## src/rtl/switch_pkg.sv

```systemverilog
// Shared types and the round-robin helper for the 4-to-1 merging switch.
package switch_pkg;

   localparam int NUM_PORTS  = 4;
   localparam int DEF_DATA_W = 8;

   typedef logic [1:0] port_t;

   typedef struct packed {
      logic  vld;
      port_t idx;
   } grant_t;

   // Search starts one past the last winner and wraps; the last winner is checked last.
   function automatic grant_t rr_next(input logic [NUM_PORTS-1:0] req, input port_t last);
      grant_t g;
      port_t  c;
      g = '0;
      for (int i = 1; i <= NUM_PORTS; i++) begin
         c = last + port_t'(i);
         if (!g.vld && req[c]) begin
            g.vld = 1'b1;
            g.idx = c;
         end
      end
      return g;
   endfunction

endpackage

```

## src/rtl/switch_port_fifo.sv

```systemverilog
// Per-port input FIFO: registered full/drop flags, no write-to-read bypass.
module switch_port_fifo #(
   parameter int DEPTH  = 4,
   parameter int DATA_W = 8
) (
   input  logic              clk,
   input  logic              reset,
   input  logic              wr_en,
   input  logic [DATA_W-1:0] wr_data,
   input  logic              rd_en,
   output logic [DATA_W-1:0] rd_data,
   output logic              empty,
   output logic              full,
   output logic              drop
);

   localparam int AW = $clog2(DEPTH);
   localparam int CW = AW + 1;

   logic [DATA_W-1:0] mem_q [DEPTH];
   logic [DATA_W-1:0] mem_d [DEPTH];
   logic [AW-1:0]     wr_ptr_q, wr_ptr_d, rd_ptr_q, rd_ptr_d;
   logic [CW-1:0]     count_q, count_d;
   logic              full_q, full_d, drop_q, drop_d;
   logic              wr_ok, pop;

   always_comb begin
      pop      = rd_en && (count_q != '0);
      // A pop in the same cycle frees the slot a full FIFO needs for this write.
      wr_ok    = wr_en && (!full_q || pop);
      mem_d    = mem_q;
      wr_ptr_d = wr_ptr_q;
      rd_ptr_d = rd_ptr_q;
      count_d  = count_q;
      if (wr_ok) begin
         mem_d[wr_ptr_q] = wr_data;
         wr_ptr_d        = wr_ptr_q + AW'(1);
      end
      if (pop) rd_ptr_d = rd_ptr_q + AW'(1);
      case ({wr_ok, pop})
         2'b10:   count_d = count_q + CW'(1);
         2'b01:   count_d = count_q - CW'(1);
         default: count_d = count_q;
      endcase
      full_d = (count_d == CW'(DEPTH));
      drop_d = wr_en && !wr_ok;
   end

   always_ff @(posedge clk) begin
      if (reset) begin
         wr_ptr_q <= '0;
         rd_ptr_q <= '0;
         count_q  <= '0;
         full_q   <= 1'b0;
         drop_q   <= 1'b0;
      end else begin
         wr_ptr_q <= wr_ptr_d;
         rd_ptr_q <= rd_ptr_d;
         count_q  <= count_d;
         full_q   <= full_d;
         drop_q   <= drop_d;
      end
   end

   always_ff @(posedge clk) begin
      mem_q <= mem_d;
   end

   assign rd_data = mem_q[rd_ptr_q];
   assign empty   = (count_q == '0);
   assign full    = full_q;
   assign drop    = drop_q;

endmodule

```

## src/rtl/switch_merge_4to1.sv

```systemverilog
// Four input FIFOs drained round-robin onto one registered, port-tagged output.
module switch_merge_4to1
   import switch_pkg::*;
#(
   parameter int DEPTH  = 4,
   parameter int DATA_W = DEF_DATA_W
) (
   input  logic              clk,
   input  logic              reset,
   input  logic              ready_in_0,
   input  logic              ready_in_1,
   input  logic              ready_in_2,
   input  logic              ready_in_3,
   input  logic [DATA_W-1:0] data_in_0,
   input  logic [DATA_W-1:0] data_in_1,
   input  logic [DATA_W-1:0] data_in_2,
   input  logic [DATA_W-1:0] data_in_3,
   output logic              full_0,
   output logic              full_1,
   output logic              full_2,
   output logic              full_3,
   output logic              drop_0,
   output logic              drop_1,
   output logic              drop_2,
   output logic              drop_3,
   output logic              ready_out,
   output logic [DATA_W-1:0] data_out,
   output logic [1:0]        port_num
);

   logic [NUM_PORTS-1:0]             wr_en, rd_en, empty_v, full_v, drop_v;
   logic [NUM_PORTS-1:0][DATA_W-1:0] wr_data, rd_data;
   grant_t                           gnt;
   port_t                            last_grant_q, last_grant_d;
   logic                             ready_out_q, ready_out_d;
   logic [DATA_W-1:0]                data_out_q, data_out_d;
   port_t                            port_num_q, port_num_d;

   assign wr_en   = {ready_in_3, ready_in_2, ready_in_1, ready_in_0};
   assign wr_data = {data_in_3, data_in_2, data_in_1, data_in_0};

   for (genvar i = 0; i < NUM_PORTS; i++) begin : g_port
      switch_port_fifo #(.DEPTH(DEPTH), .DATA_W(DATA_W)) u_fifo (
         .clk     (clk),
         .reset   (reset),
         .wr_en   (wr_en[i]),
         .wr_data (wr_data[i]),
         .rd_en   (rd_en[i]),
         .rd_data (rd_data[i]),
         .empty   (empty_v[i]),
         .full    (full_v[i]),
         .drop    (drop_v[i])
      );
   end

   always_comb begin
      gnt          = rr_next(~empty_v, last_grant_q);
      rd_en        = '0;
      last_grant_d = last_grant_q;
      ready_out_d  = gnt.vld;
      data_out_d   = '0;
      port_num_d   = '0;
      if (gnt.vld) begin
         rd_en[gnt.idx] = 1'b1;
         last_grant_d   = gnt.idx;
         data_out_d     = rd_data[gnt.idx];
         port_num_d     = gnt.idx;
      end
   end

   // last_grant resets to 3 so the first search starts at port 0.
   always_ff @(posedge clk) begin
      if (reset) begin
         last_grant_q <= 2'd3;
         ready_out_q  <= 1'b0;
         data_out_q   <= '0;
         port_num_q   <= '0;
      end else begin
         last_grant_q <= last_grant_d;
         ready_out_q  <= ready_out_d;
         data_out_q   <= data_out_d;
         port_num_q   <= port_num_d;
      end
   end

   assign {full_3, full_2, full_1, full_0} = full_v;
   assign {drop_3, drop_2, drop_1, drop_0} = drop_v;
   assign ready_out = ready_out_q;
   assign data_out  = data_out_q;
   assign port_num  = port_num_q;

   a_idle_zero: assert property (@(posedge clk) disable iff (reset)
      !ready_out |-> (data_out == '0 && port_num == '0));
   a_one_pop: assert property (@(posedge clk) disable iff (reset) $onehot0(rd_en));
   a_no_empty_pop: assert property (@(posedge clk) disable iff (reset)
      (rd_en & empty_v) == '0);

endmodule

```

## config.mk

```make
export PLATFORM = sky130hd
export DESIGN_NAME = switch_merge_4to1
export DESIGN_NICKNAME = d
export VERILOG_FILES = /design/src/rtl/switch_pkg.sv /design/src/rtl/switch_port_fifo.sv /design/src/rtl/switch_merge_4to1.sv
export SDC_FILE = /design/constraint.sdc
export NUM_CORES = 1
export LEC_CHECK = 0
export ABC_AREA = 1
export CAP_MARGIN = 20
export CELL_PAD_IN_SITES_DETAIL_PLACEMENT = 1
export CELL_PAD_IN_SITES_GLOBAL_PLACEMENT = 2
export CORE_MARGIN = 2
export CORE_UTILIZATION = 35
export DETAILED_ROUTE_END_ITERATION = 10
export DONT_BUFFER_PORTS = 1
export HOLD_SLACK_MARGIN = 0.03
export PLACE_DENSITY = 0.66
export SETUP_SLACK_MARGIN = 0.1
export SYNTH_ARGS = -nofsm -noshare
export SYNTH_HDL_FRONTEND = slang
export SYNTH_HIERARCHICAL = 1
export SYNTH_SLANG_ARGS = --single-unit
```

## constraint.sdc

```tcl
create_clock -name clk -period 3.8 [get_ports clk]
set_input_delay 0.76 -clock clk [delete_from_list [all_inputs] [get_ports clk]]
set_output_delay 0.76 -clock clk [all_outputs]
set_load 0.005 [all_outputs]
```

# ---- Word-level counts from Yosys, hierarchy flattened
# Cells that the tools add are included.
# Widths: inputs -> output; s select.
dict set report totals {
  in_bits 38
  ff_bits 177
  output_inout_bits 19
}
dict set report classes {
  n_bitwise 10
  n_mux 45
  n_lt_le_gt_ge 18
  reduce_logical 44
  add_sub_neg 19
  n_eq_ne 12
}
# cell count
set op_table {}
lappend op_table {{$bwmux 32} 4}
lappend op_table {{$mux 8} 13}
lappend op_table {{$bmux 8 s2} 5}
lappend op_table {{$demux 8 s2} 4}
lappend op_table {{$ge 3x3->1 const B} 8}
lappend op_table {{$not 2->3} 8}
lappend op_table {{$pmux 3 s2} 4}
lappend op_table {{$logic_and 1x1->1} 20}
lappend op_table {{$add 2x1->2 const B} 9}
lappend op_table {{$lt 2x3->1 const B} 5}
lappend op_table {{$add 3x1->3 const B} 4}
lappend op_table {{$eq 3x3->1 const B} 4}
lappend op_table {{$logic_not 3->1} 4}
lappend op_table {{$lt 3x1->1 const B} 4}
lappend op_table {{$mux 3} 4}
lappend op_table {{$reduce_bool 3->1} 4}
lappend op_table {{$sub 3x1->3 const B} 4}
lappend op_table {{$logic_not 1->1} 11}
lappend op_table {{$bmux 1 s2} 4}
lappend op_table {{$eq 2x1->1 const B} 4}
lappend op_table {{$eq 2x2->1 const B} 4}
lappend op_table {{$mux 1} 5}
lappend op_table {{$add 2x2->2 const B} 2}
lappend op_table {{$logic_or 1x1->1} 4}
lappend op_table {{6 further kinds} 6}

# ---- Longest topological paths before layout
dict set report depth {
  ltp_word 25
  depth_mapped 27
  depth_no_buf 26
}

# ---- Modules after synthesis
# The synthesis kept the hierarchy.
# mod area_each_um2 instances cells_per_inst
set modules_own_cells {}
lappend modules_own_cells {{switch_port_fifo at g_port[0].u_fifo ...} 1706.6 3 149}
lappend modules_own_cells {{switch_port_fifo at g_port[3].u_fifo} 1705.4 1 149}
lappend modules_own_cells {switch_merge_4to1 1151.1 1 175}

# ---- Worst setup path before layout
# Ideal clock, no wire load.
dict set report synth_path {
  path_kind {flip-flop to flip-flop}
  startpoint {register g_port[3].u_fifo.count_q[0]}
  endpoint {register g_port[0].u_fifo.full_q}
  slack_ps 802
  n_path_buf 1
  setup_time_ps 119
  path_stages_with_launch 25
  t_arrival_ps 2879
  cell_sequence {dfxtp_1 nor2_2 nand2_2 inv_1 inv_1 nand2_1 nand2_1 nand2_2 nand2_4 nand2_2 nand2_1 nand2_2 nand2_4 buf_12 nor3_1 nand2_4 nand2_4 nand2_2 ha_1 inv_1 fa_1 nand2_1 o21ai_0 nand2_1 nor3_1}
}
dict set report synth_between {
  elab_chain_cells 25
  word_cells_on_any_way 33
  cone_classes {order compare (2); eq/ne (3); mux (16); bitwise (1); reduce/logical (11)}
}
# item line
set synth_lines {}
lappend synth_lines {{from (decl)} switch_port_fifo.sv:23} ;# logic [CW-1:0] count_q, count_d;
lappend synth_lines {{from (signal assigned)} switch_port_fifo.sv:59} ;# count_q <= count_d;
lappend synth_lines {{$logic_not 3->1 *} switch_port_fifo.sv:70} ;# assign empty = (count_q == '0);
lappend synth_lines {{named net empty_v[3]} switch_merge_4to1.sv:31} ;# logic [NUM_PORTS-1:0] wr_en, rd_en, empty_v, full_v, drop_v;
lappend synth_lines {{$not 4->4 *} switch_merge_4to1.sv:57} ;# gnt = rr_next(~empty_v, last_grant_q);
lappend synth_lines {{$bmux 1 s2} switch_pkg.sv:21} ;# if (!g.vld && req[c]) begin
lappend synth_lines {{$mux 1 (implied by the code)} switch_pkg.sv:21}
lappend synth_lines {{$mux 3} switch_pkg.sv:21}
lappend synth_lines {{$logic_not 1->1} switch_pkg.sv:21}
lappend synth_lines {{$logic_and 1x1->1} switch_pkg.sv:21}
lappend synth_lines {{(+11 left out)} n/a}
lappend synth_lines {{$mux 4 *} switch_merge_4to1.sv:63} ;# if (gnt.vld) begin
lappend synth_lines {{named net rd_en[0]} switch_merge_4to1.sv:31}
lappend synth_lines {{$logic_and 1x1->1 *} switch_port_fifo.sv:28} ;# pop = rd_en && (count_q != '0);
lappend synth_lines {{$logic_or 1x1->1} switch_port_fifo.sv:30} ;# wr_ok = wr_en && (!full_q || pop);
lappend synth_lines {{$logic_and 1x1->1} switch_port_fifo.sv:30}
lappend synth_lines {{$eq 2x1->1 or $eq 2x2->1 (tied branches)} switch_port_fifo.sv:40} ;# case ({wr_ok, pop})
lappend synth_lines {{$pmux 3 s2 *} switch_port_fifo.sv:40}
lappend synth_lines {{$eq 3x3->1 *} switch_port_fifo.sv:45} ;# full_d = (count_d == CW'(DEPTH));
lappend synth_lines {{to (signal assigned)} switch_port_fifo.sv:60} ;# full_q <= full_d;
lappend synth_lines {{to (decl)} switch_port_fifo.sv:24} ;# logic full_q, full_d, drop_q, drop_d;
# The timed path passes the listed nets; every way through them passes the cells marked *. The select of a mux whose other input is x is not followed.
# A chain may end at the register's enable or synchronous reset.

# ---- Worst setup path in the final report
dict set report layout_path {
  startpoint {register g_port[2].u_fifo.count_q[1]}
  endpoint {register g_port[1].u_fifo.full_q}
}
dict set report layout_between {
  elab_chain_cells 25
  word_cells_on_any_way 33
  cone_classes {order compare (2); eq/ne (3); mux (16); bitwise (1); reduce/logical (11)}
}
# item line
set layout_lines {}
lappend layout_lines {{from (decl)} switch_port_fifo.sv:23}
lappend layout_lines {{from (signal assigned)} switch_port_fifo.sv:59}
lappend layout_lines {{$logic_not 3->1 *} switch_port_fifo.sv:70}
lappend layout_lines {{named net empty_v[2]} switch_merge_4to1.sv:31}
lappend layout_lines {{$not 4->4 *} switch_merge_4to1.sv:57}
lappend layout_lines {{$bmux 1 s2} switch_pkg.sv:21}
lappend layout_lines {{$mux 1 (implied by the code)} switch_pkg.sv:21}
lappend layout_lines {{$mux 3} switch_pkg.sv:21}
lappend layout_lines {{$logic_not 1->1} switch_pkg.sv:21}
lappend layout_lines {{$logic_and 1x1->1} switch_pkg.sv:21}
lappend layout_lines {{(+11 left out)} n/a}
lappend layout_lines {{$mux 4 *} switch_merge_4to1.sv:63}
lappend layout_lines {{named net rd_en[1]} switch_merge_4to1.sv:31}
lappend layout_lines {{$logic_and 1x1->1 *} switch_port_fifo.sv:28}
lappend layout_lines {{$logic_or 1x1->1} switch_port_fifo.sv:30}
lappend layout_lines {{$logic_and 1x1->1} switch_port_fifo.sv:30}
lappend layout_lines {{$eq 2x1->1 or $eq 2x2->1 (tied branches)} switch_port_fifo.sv:40}
lappend layout_lines {{$pmux 3 s2 *} switch_port_fifo.sv:40}
lappend layout_lines {{$eq 3x3->1 *} switch_port_fifo.sv:45}
lappend layout_lines {{to (signal assigned)} switch_port_fifo.sv:60}
lappend layout_lines {{to (decl)} switch_port_fifo.sv:24}
# Marks and branches as above.

==> impl_metrics.json <==
{
  "rr_startpoint": "g_port[2].u_fifo/count_q[1]$_SDFF_PP0_",
  "vias_after_detailed_routing": 5325,
  "fmaxAchievable_ghz": 0.296,
  "worst_case_setup_margin_in_the_final_layout_ns": 0.420,
  "post_cts_hold_buffer_count": 0,
  "routed.top_layer": "met4",
  "hold-path-cell-count": 1,
  "globalRouteTotalUtil_pct": 16.7,
  "seq_area_mm2": 0.00482,
  "most-common-layout-cells": "128 x edfxtp_1, 119 x nor2_1, 88 x nand2_1, 88 x inv_1, 76 x o21ai_0",
  "post_synth_num_cell_types": 31,
  "antenna_violating_nets_post_route": 0,
  "worst-path-max-fanout": 18,
  "power.leakage_nw": 3.52,
  "clk_latency_ns": 0.43,
  "rsz0062_at_grt": "no",
  "antenna_found_initial": 0,
  "regToRegSetupSlack_ns": 0.42,
  "end_kind": "register",
  "die_width_um": 155,
  "drt_first_iter_violations": 250,
  "synth.ff_latch_count": 177,
  "final-max-slew-violation-count": 0,
  "synth_instances": 771,
  "io_pins": 57,
  "portion_of_the_post_synthesis_area_used_by_sequential_elements_pct": 60.5,
  "routed_wl_mm": 19.1,
  "max_slew.worst_pin.slew_ns": 0.709,
  "layout.nets": 849,
  "grt_start_max_net_pins": 20,
  "max_cap_violations": 0,
  "h-tree-depth": 4,
  "slew_headroom_pct": 52.7,
  "regToRegEndpoint": "g_port[1].u_fifo/full$_SDFF_PP0_",
  "final.min_clock_period_ns": 3.38,
  "die_area_mm2": 0.0240,
  "outcome": "completed",
  "max-vdd-ir-drop_v": 0.000368,
  "die_h_um": 155,
  "hold_class": "in -> reg",
  "synth_top_area_share_pct": 48.2,
  "timing.final.hold_violations": 0,
  "drt-wirelength-per-cell_um": 17.6,
  "antennaDiodeCount": 0,
  "start_util_pct": 35.4,
  "fraction_of_layout_cells_with_a_size_suffix_above_1_pct": 13.6,
  "leading_cell_type_in_the_layout_fill_and_taps_excluded": "edfxtp_1",
  "drtPass1Iterations": 4,
  "gr-total-overflow": 0,
  "clk_path_buf_depth": 2,
  "layout.filler_cells": 2488,
  "fin_worst_skew_ns": 0.0144,
  "synthToLayoutAreaGrowth_pct": 10.9,
  "postSynthAreaPerCell_um2": 10.3,
  "met2RoutedLength_mm": 9.76,
  "via_per_inst": 4.91,
  "gp_congestion": 0.826,
  "cts_setup_buffers": 0,
  "first_global_vias": 5653,
  "floorplan.rows": 55,
  "yosysTopAreaCell": "edfxtp_1",
  "cts.clk_slew.worst_paths_ns": 0.07,
  "criticalPathCategory": "reg -> reg",
  "mappedNetlistArea_mm2": 0.00798,
  "power.density_cell_area_mw_per_mm2": 813,
  "sum_of_net_half_perimeters_after_detailed_placement_mm": 13.6,
  "global_route_wire_length_before_repair_mm": 30.6,
  "routed-wl-met3_um": 724,
  "worst_r2r_path_depth": 23,
  "ys_top_cells_by_area": "edfxtp_1 48%, dfxtp_1 12%, nor2_1 5.6%",
  "mappedNetlistNets": 833,
  "placement.setup.worst_slack_ns": 0.340,
  "setup_viol": 0,
  "cts_buffers": 17,
  "hold_slack_ns": 0.396,
  "ys.warnings.count": 6,
  "finalCritPeriodShare_pct": 89.0,
  "tritoncts_num_sinks": 177,
  "multi_input_area_mm2": 0.00260,
  "core_area_mm2": 0.0225,
  "cp_capture_point": "g_port[1].u_fifo/full$_SDFF_PP0_",
  "timing.critical_path.arrival_ns": 3.69,
  "cts_tree": "yes",
  "route.detailed.drc": 0,
  "worstPathRequired_ns": 4.11,
  "totalNegativeSetupSlack_ns": 0,
  "critPathLaunch": "g_port[2].u_fifo/count_q[1]$_SDFF_PP0_",
  "wl_met1_mm": 8.38,
  "clockRootBuffer": "clkbuf_16",
  "report.power.total_mw": 7.19,
  "port_buffers": 0,
  "worst_setup_path_start_kind": "register"
}
registers in the layout (all words and copies together), names as in the netlist:
signal / flops
g_port.u_fifo/mem_q: 128
g_port.u_fifo/count_q: 12
data_out: 8
g_port.u_fifo/rd_ptr_q: 8
g_port.u_fifo/wr_ptr_q: 8
g_port.u_fifo/drop: 4
g_port.u_fifo/full: 4
last_grant_q: 2
port_num: 2
ready_out: 1
metrics by stage:
step           instance area [um2]  utilization [%]  cells
6_report                      8850             39.3   1085
5_1_grt                       8850             39.3   1085
3_5_place_dp                  8290             36.8   1053
4_1_cts                       8840             39.3   1085
3_3_place_gp                  8290             36.8   1053
2_1_floorplan                 7980                -    771
cell type report:
class                           instances  share of cell area (%)
Clock buffer                           20                    4.94
Clock inverter                         12                    1.32
Inverter                               99                    4.31
Multi-Input combinational cell        475                    29.4
Sequential cell                       177                    54.5
Tap cell                              285                    4.03
Timing Repair Buffer                   17                    1.44
worst max-delay path, stage by stage (launching register included):
cell and delay, ns:
dfxtp_1 0.33, nor2_2 0.13, nand2_2 0.09, inv_1 0.11, inv_1 0.05, nand2_1 0.06, nand2_1 0.18, nand2_2 0.15
nand2_4 0.06, nand2_2 0.06, nand3_1 0.11, nand2_4 0.25, nand2_4 0.14, nor2_2 0.21, nand2_4 0.11, nand2_4 0.10
nand2_2 0.09, ha_1 0.22, inv_1 0.09, fa_1 0.42, nand2_1 0.07, o21ai_0 0.09, nand2_1 0.09, nor3_1 0.05
Yosys cell counts (all sizes together):
master and count:
inv 99, nand3b 1, nor2 127, fa 4, nand4 12, o21ai 83, o22ai 32, nand3 42
a21oi 23, ha 20, o211ai 1, nor3 5, xor2 4, nand2 121, clkbuf 1, buf 19
edfxtp 128, dfxtp 49
metal layers:
layer  up-vias  global-route usage (%)
met5         -                       0
met4         0                    4.94
met3        13                    4.29
met2        55                    29.6
met1      2622                    19.9
li1       2635                       -
how the worst min path moves through the flow:
stage          slack (ns)                                        end                                   start
2_1_floorplan        0.50           g_port[3].u_fifo/drop$_SDFF_PP0_        g_port[3].u_fifo/full$_SDFF_PP0_
3_3_place_gp         0.53     g_port[3].u_fifo/count_q[1]$_SDFF_PP0_  g_port[3].u_fifo/count_q[1]$_SDFF_PP0_
3_5_place_dp         0.55           g_port[1].u_fifo/drop$_SDFF_PP0_        g_port[1].u_fifo/full$_SDFF_PP0_
4_1_cts              0.38  g_port[0].u_fifo/rd_ptr_q[1]$_SDFFE_PP0P_                                   reset
5_1_grt              0.37  g_port[0].u_fifo/rd_ptr_q[1]$_SDFFE_PP0P_                                   reset
6_report             0.40  g_port[0].u_fifo/rd_ptr_q[1]$_SDFFE_PP0P_                                   reset
cell families (layout without fill, tap and decap cells):
| kind of cell | after synthesis | count (layout) | synth area share [%] |
|---|---|---|---|
| fa+ha+maj | 24 | 24 | 4.14 |
| simple gates | 308 | 308 | 18.7 |
| xor+xnor | 4 | 4 | 0.439 |
| buf+inv | 119 | 148 | 6.96 |
| compound gates | 139 | 139 | 9.25 |
| flops | 177 | 177 | 60.5 |
power breakdown:
part	total [mW]	switching (mW)	internal, mW
sequential	2.56	0.212	2.35
clock	1.65	0.788	0.867
combinational	2.98	2.08	0.903
total	7.19	3.08	4.12
what timing repair did:
item | in CTS | in global routing
setup endpoints to repair | 0 | 3
hold endpoints to repair | 0 | 0
gates resized for setup | 0 | 2
No activity file was read; power rests on OpenSTA's default activity.
